File: config.mk
export PLATFORM = sky130hd
export DESIGN_NAME = spi_bus_arbiter
export DESIGN_NICKNAME = d
export VERILOG_FILES = /design/src/rtl/spi_bus_arbiter.sv
export SDC_FILE = /design/constraint.sdc
export NUM_CORES = 1
export LEC_CHECK = 0
export BUFFER_PORTS_ARGS = -buffer_cell sky130_fd_sc_hd__buf_2
export CAP_MARGIN = 5
export CORE_MARGIN = 5
export CORE_UTILIZATION = 60
export CTS_CLUSTER_SIZE = 14
export DETAILED_ROUTE_END_ITERATION = 8
export PLACE_DENSITY = 0.87
export SLEW_MARGIN = 10
export SYNTH_ARGS = -nofsm -noshare
export SYNTH_HDL_FRONTEND = slang
export SYNTH_SLANG_ARGS = --single-unit
File: constraint.sdc
create_clock -name clk -period 3.2 [get_ports clk]
set_input_delay 0.16 -clock clk [delete_from_list [all_inputs] [get_ports clk]]
set_output_delay 0.16 -clock clk [all_outputs]
set_load 0.05 [all_outputs]
File: src/rtl/spi_bus_arbiter.sv
// Round-robin owner arbitration of one SPI bus between two master engines,
// with a chip-select idle gap between owners and a tenure watchdog.
module spi_bus_arbiter #(
   parameter int unsigned GAP_CYCLES     = 8,
   parameter int unsigned TIMEOUT_CYCLES = 1_000_000,
   parameter logic        SCLK_IDLE      = 1'b0
) (
   input  logic       clk,
   input  logic       rst,
   input  logic [1:0] req,
   output logic [1:0] gnt,
   input  logic [1:0] c_sclk,
   input  logic [1:0] c_mosi,
   input  logic [1:0] c_cs_n,
   output logic [1:0] c_miso,
   output logic       spi_sclk,
   output logic       spi_mosi,
   output logic       spi_cs_0,
   output logic       spi_cs_1,
   input  logic       spi_miso,
   output logic [1:0] owner,
   output logic [1:0] timeout_evt
);

   localparam int unsigned GAP_W = $clog2((GAP_CYCLES > 2) ? GAP_CYCLES : 2);
   localparam int unsigned TEN_W = $clog2((TIMEOUT_CYCLES > 2) ? TIMEOUT_CYCLES : 2);
   localparam logic [GAP_W-1:0] GAP_LAST = GAP_W'(GAP_CYCLES - 1);
   localparam logic [GAP_W-1:0] GAP_MAX  = '1;
   localparam logic [TEN_W-1:0] TEN_LAST = TEN_W'((TIMEOUT_CYCLES == 0) ? 0 : TIMEOUT_CYCLES - 1);
   localparam logic [TEN_W-1:0] TEN_MAX  = '1;

   typedef enum logic [1:0] {
      IDLE = 2'd0,
      OWN0 = 2'd1,
      OWN1 = 2'd2,
      GAP  = 2'd3
   } state_t;

   state_t           state_q, state_d;
   logic             last_q, last_d;
   logic [1:0]       lockout_q, lockout_d;
   logic [GAP_W-1:0] gap_q, gap_d;
   logic [TEN_W-1:0] ten_q, ten_d;
   logic [1:0]       gnt_d, owner_d, evt_d;
   logic [1:0]       elig;
   logic             idx;

   // State and registered outputs
   always_ff @(posedge clk) begin
      if (rst) begin
         state_q     <= IDLE;
         last_q      <= 1'b1;
         lockout_q   <= 2'b00;
         gap_q       <= '0;
         ten_q       <= '0;
         gnt         <= 2'b00;
         owner       <= 2'b00;
         timeout_evt <= 2'b00;
      end else begin
         state_q     <= state_d;
         last_q      <= last_d;
         lockout_q   <= lockout_d;
         gap_q       <= gap_d;
         ten_q       <= ten_d;
         gnt         <= gnt_d;
         owner       <= owner_d;
         timeout_evt <= evt_d;
      end
   end

   // Next-state, grant and watchdog decisions
   always_comb begin
      state_d   = state_q;
      last_d    = last_q;
      lockout_d = lockout_q & req;
      gap_d     = gap_q;
      ten_d     = ten_q;
      gnt_d     = 2'b00;
      owner_d   = 2'b00;
      evt_d     = 2'b00;
      elig      = req & ~lockout_q;
      idx       = (state_q == OWN1);

      case (state_q)
         IDLE: begin
            gap_d = '0;
            ten_d = '0;
            if (elig[0] && (!elig[1] || last_q)) begin
               state_d = OWN0;
               gnt_d   = 2'b01;
               owner_d = 2'b01;
               last_d  = 1'b0;
            end else if (elig[1]) begin
               state_d = OWN1;
               gnt_d   = 2'b10;
               owner_d = 2'b10;
               last_d  = 1'b1;
            end
         end
         OWN0, OWN1: begin
            gap_d = '0;
            // A release on the watchdog's last cycle wins over the timeout
            if (!req[idx]) begin
               state_d = GAP;
            end else if ((TIMEOUT_CYCLES != 0) && (ten_q == TEN_LAST)) begin
               state_d        = GAP;
               evt_d[idx]     = 1'b1;
               lockout_d[idx] = 1'b1;
            end else begin
               gnt_d[idx]   = 1'b1;
               owner_d[idx] = 1'b1;
               if ((TIMEOUT_CYCLES != 0) && (ten_q != TEN_MAX)) begin
                  ten_d = ten_q + 1'b1;
               end
            end
         end
         GAP: begin
            ten_d = '0;
            if (gap_q == GAP_LAST) begin
               state_d = IDLE;
            end else if (gap_q != GAP_MAX) begin
               gap_d = gap_q + 1'b1;
            end
         end
         default: state_d = IDLE;
      endcase
   end

   // Bus fan-in/fan-out follows the registered owner with no added latency
   always_comb begin
      spi_cs_0 = 1'b1;
      spi_cs_1 = 1'b1;
      spi_sclk = SCLK_IDLE;
      spi_mosi = 1'b0;
      c_miso   = 2'b00;
      if (!rst) begin
         case (state_q)
            OWN0: begin
               spi_cs_0  = c_cs_n[0];
               spi_sclk  = c_sclk[0];
               spi_mosi  = c_mosi[0];
               c_miso[0] = spi_miso;
            end
            OWN1: begin
               spi_cs_1  = c_cs_n[1];
               spi_sclk  = c_sclk[1];
               spi_mosi  = c_mosi[1];
               c_miso[1] = spi_miso;
            end
            default: ;
         endcase
      end
   end

endmodule

==> reports/qor.txt <==
drt pass-1 iters = 5
Internal Pwr Total = 0.000646 W
Max Fanout on Critical Path = 28
vias in the first global route = 1,652
clk_lat worst skew = 330 ps
Post-CTS Setup Inserts = 0
ANT cells = 0
crit path DAT = 2500 ps
final setup TNS = 0 ps
I/O pins = 23
port bufs = 22
FF-to-FF End = ten_q[19]$_SDFFE_PP0P_
Net Sw Power = 0.000448 W
layout cell share with drive strength beyond 1 = 16.1%
Hold Startpoint = req[1]
# rows = 20
CTS resizes = 0
CP required = 3440 ps
synthesized area per cell = 8.62 sq um
via/cell ratio = 6.23
clk_skew = 10.9 ps
fmax = 0.441 GHz
RSZ-0062 raised after global routing = no
first-pass GRT wire length = 7130 um
multi-input logic area = 1120 sq um
setup ws final = 935 ps
FF/Latch Area = 641 sq um
Starting Density = 62.1%
switching share of total power = 40.9%
pre-CTS setup slack = 958 ps
slowest CP cell = or4_1
Syn Nets = 239
initial antenna violation count = 0
CP Depth = 6
clock sinks = 32
WS Path Type = reg2reg
HPWL after DPL = 2970 um
via count = 1,743
slew margin rel. = 36.5%
met3 usage = 7.14%
max-cap violations = 0
synthesized instance count = 220
clk buf depth = 2
Worst setup SP type = flip-flop
final worst path period share = 70.8%
Worst R2R Setup Slack = 930 ps
Mapped Area = 1900 sq um
register area share after synthesis = 33.8%
WP buf/inv = 1
path type of the worst min-delay path = in2reg
Residual DRC = 0
Final setup viols = 0
Clk network pwr share = 19.5%
Final Net Count = 255
DRT iter0 DRCs = 112
die height = 66.2 um
GR Layer Usage met2 = 33.7%
Leak Pwr = 0.767 nW
global route overflow = 0
crit path time final = 2270 ps
hold path cells = 2
Worst Tran Pin Value = 950 ps
hold path endpoint = lockout_q[1]$_SDFF_PP0_
final hold violations = 0
post-route ant nets = 0
logic gate share of total power = 40.0%
delay-heaviest family, CP = simple AND/OR/NAND/NOR gates
gr usage total = 21.0%
CP max stage delay = 560 ps
count of pins over their slew limit = 0
total power per unit cell area = 543 nW/um^2
post-route cell area = 2020 sq um
peak supply drop = 0.000416 V
hold_buf cts = 0
Die Area = 4380 sq um
RR Startpoint = state_q[0]$_SDFFE_PP0P_
critical-path cell list = inv_1 > ha_1 > mux2i_1 > a21o_1 > or4_1 > and3_1
GPL Wtd Cong = 0.899
DP Area = 1970 sq um
clock tree root buffer cell = clkbuf_4
largest net degree at the start of global routing = 29
YS warnings = 0
post-synth cell types = 48
R2R cell count = 6
Worst-path clk slew = 100 ps
core area = 3050 sq um
Async SR Flop Fraction = 0%
CTS tree = done
status = finished, final reports clean
WL per Instance = 14.8 um
Area Growth Syn to Fin = 6.34%
sequential power share = 40.5%
Top Usage Layer GRT = met2
final WL = 4150 um
Die Width = 66.2 um
M1 GR Usage = 26.0%
FF+latch count, synth = 32
Critical Path Sink Type = flip-flop
number of synthesized flops with an enable pin = 0
H-tree Lvls = 2
fillers = 268
Post-synth top flop = dfxtp_1
TritonCTS Buffers = 5
## cell families after synthesis
kind of cell	share of synthesized area, %
and+or+nand+nor	30.5
AOI/OAI and AO/OA	18.4
DFF	33.8
buffers and inverters	7.00
adders and majority gates	5.28
muxes	3.70
xor gates and xnor gates	1.39
## metrics by stage
step	cells	total power [W]	hold WS [ps]	util (%)
after floorplan	220	0.000818	327	-
after global placement	273	0.000883	453	64.5
after detailed placement	273	0.000890	457	64.5
after CTS	280	0.00110	97.1	66.0
after global routing	280	0.00117	85.2	66.0
final	280	0.00109	103	66.0
## registers in the layout, indices dropped and copies added, names as in the netlist
register	cells
owner	2
timeout_evt	2
lockout_q	2
state_q	2
last_q	1
ten_q	20
gap_q	3
## layout make-up
cell class / count / area share, %
repair buffers: 23 / 5.83
flip-flops and latches: 32 / 31.8
clock inverters: 1 / 0.248
well taps: 44 / 2.73
inverters: 9 / 1.68
multi-input cells: 165 / 55.7
clock buffers: 6 / 2.05
## cells in the mapped netlist (3+ instances only)
master,number,area (sq um)
clkbuf_1,5,18.8
o31ai_1,7,52.6
nor4_2,3,37.5
a22oi_1,3,22.5
o211ai_1,4,30.0
nand2_1,14,52.6
o2111ai_1,3,26.3
nor3_1,5,25.0
nor2_1,15,56.3
o21ai_0,8,40.0
buf_6,3,33.8
nand2b_1,7,43.8
or3_1,6,37.5
mux2i_1,7,70.1
or4_1,9,67.6
buf_4,3,22.5
ha_1,8,100
dfxtp_1,32,641
nand4_1,9,56.3
nand3_1,8,40.0
nor3b_1,3,22.5
a21oi_1,12,60.1
a31oi_1,3,18.8
and3_1,4,25.0
xor2_1,3,26.3
inv_1,9,33.8
## worst max-delay path by stage
stage / to / from
after CTS: ten_q[19]$_SDFFE_PP0P_ / state_q[0]$_SDFFE_PP0P_
final: ten_q[19]$_SDFFE_PP0P_ / state_q[0]$_SDFFE_PP0P_
after global placement: ten_q[19]$_SDFFE_PP0P_ / state_q[0]$_SDFFE_PP0P_
after global routing: ten_q[9]$_SDFFE_PP0P_ / state_q[0]$_SDFFE_PP0P_
after detailed placement: ten_q[19]$_SDFFE_PP0P_ / state_q[0]$_SDFFE_PP0P_
after floorplan: c_miso[1] / state_q[0]$_SDFFE_PP0P_
## power groups by stage
stage / Combinational [W] / Clock (W) / Sequential (W)
6_report: 0.000437 / 0.000213 / 0.000443
3_5_place_dp: 0.000438 / 0 / 0.000452
2_1_floorplan: 0.000344 / 0 / 0.000474
4_1_cts: 0.000438 / 0.000222 / 0.000444
5_1_grt: 0.000481 / 0.000243 / 0.000447
3_3_place_gp: 0.000432 / 0 / 0.000451
## cell usage in the layout, fill, tap and decap left out, types with 4 or more instances in the layout
cell,Yosys,final
nor3_1,5,5
nor2_1,15,15
and3_1,4,4
dfxtp_1,32,32
o211ai_1,4,4
ha_1,8,8
or4_1,9,9
mux2i_1,7,7
or3_1,6,6
clkbuf_4,0,5
nand2b_1,7,7
o31ai_1,7,7
nand3_1,8,8
o21ai_0,8,8
a21oi_1,12,12
nand2_1,14,14
nand4_1,9,9
buf_2,1,22
inv_1,9,9
## metal layers
layer	wire [um]	part of all wire, %
met2	1890	46
met1	1850	45
met3	367	8.8
met4	46	1.1
met5	0	0
No activity file was read; power rests on OpenSTA's default activity.
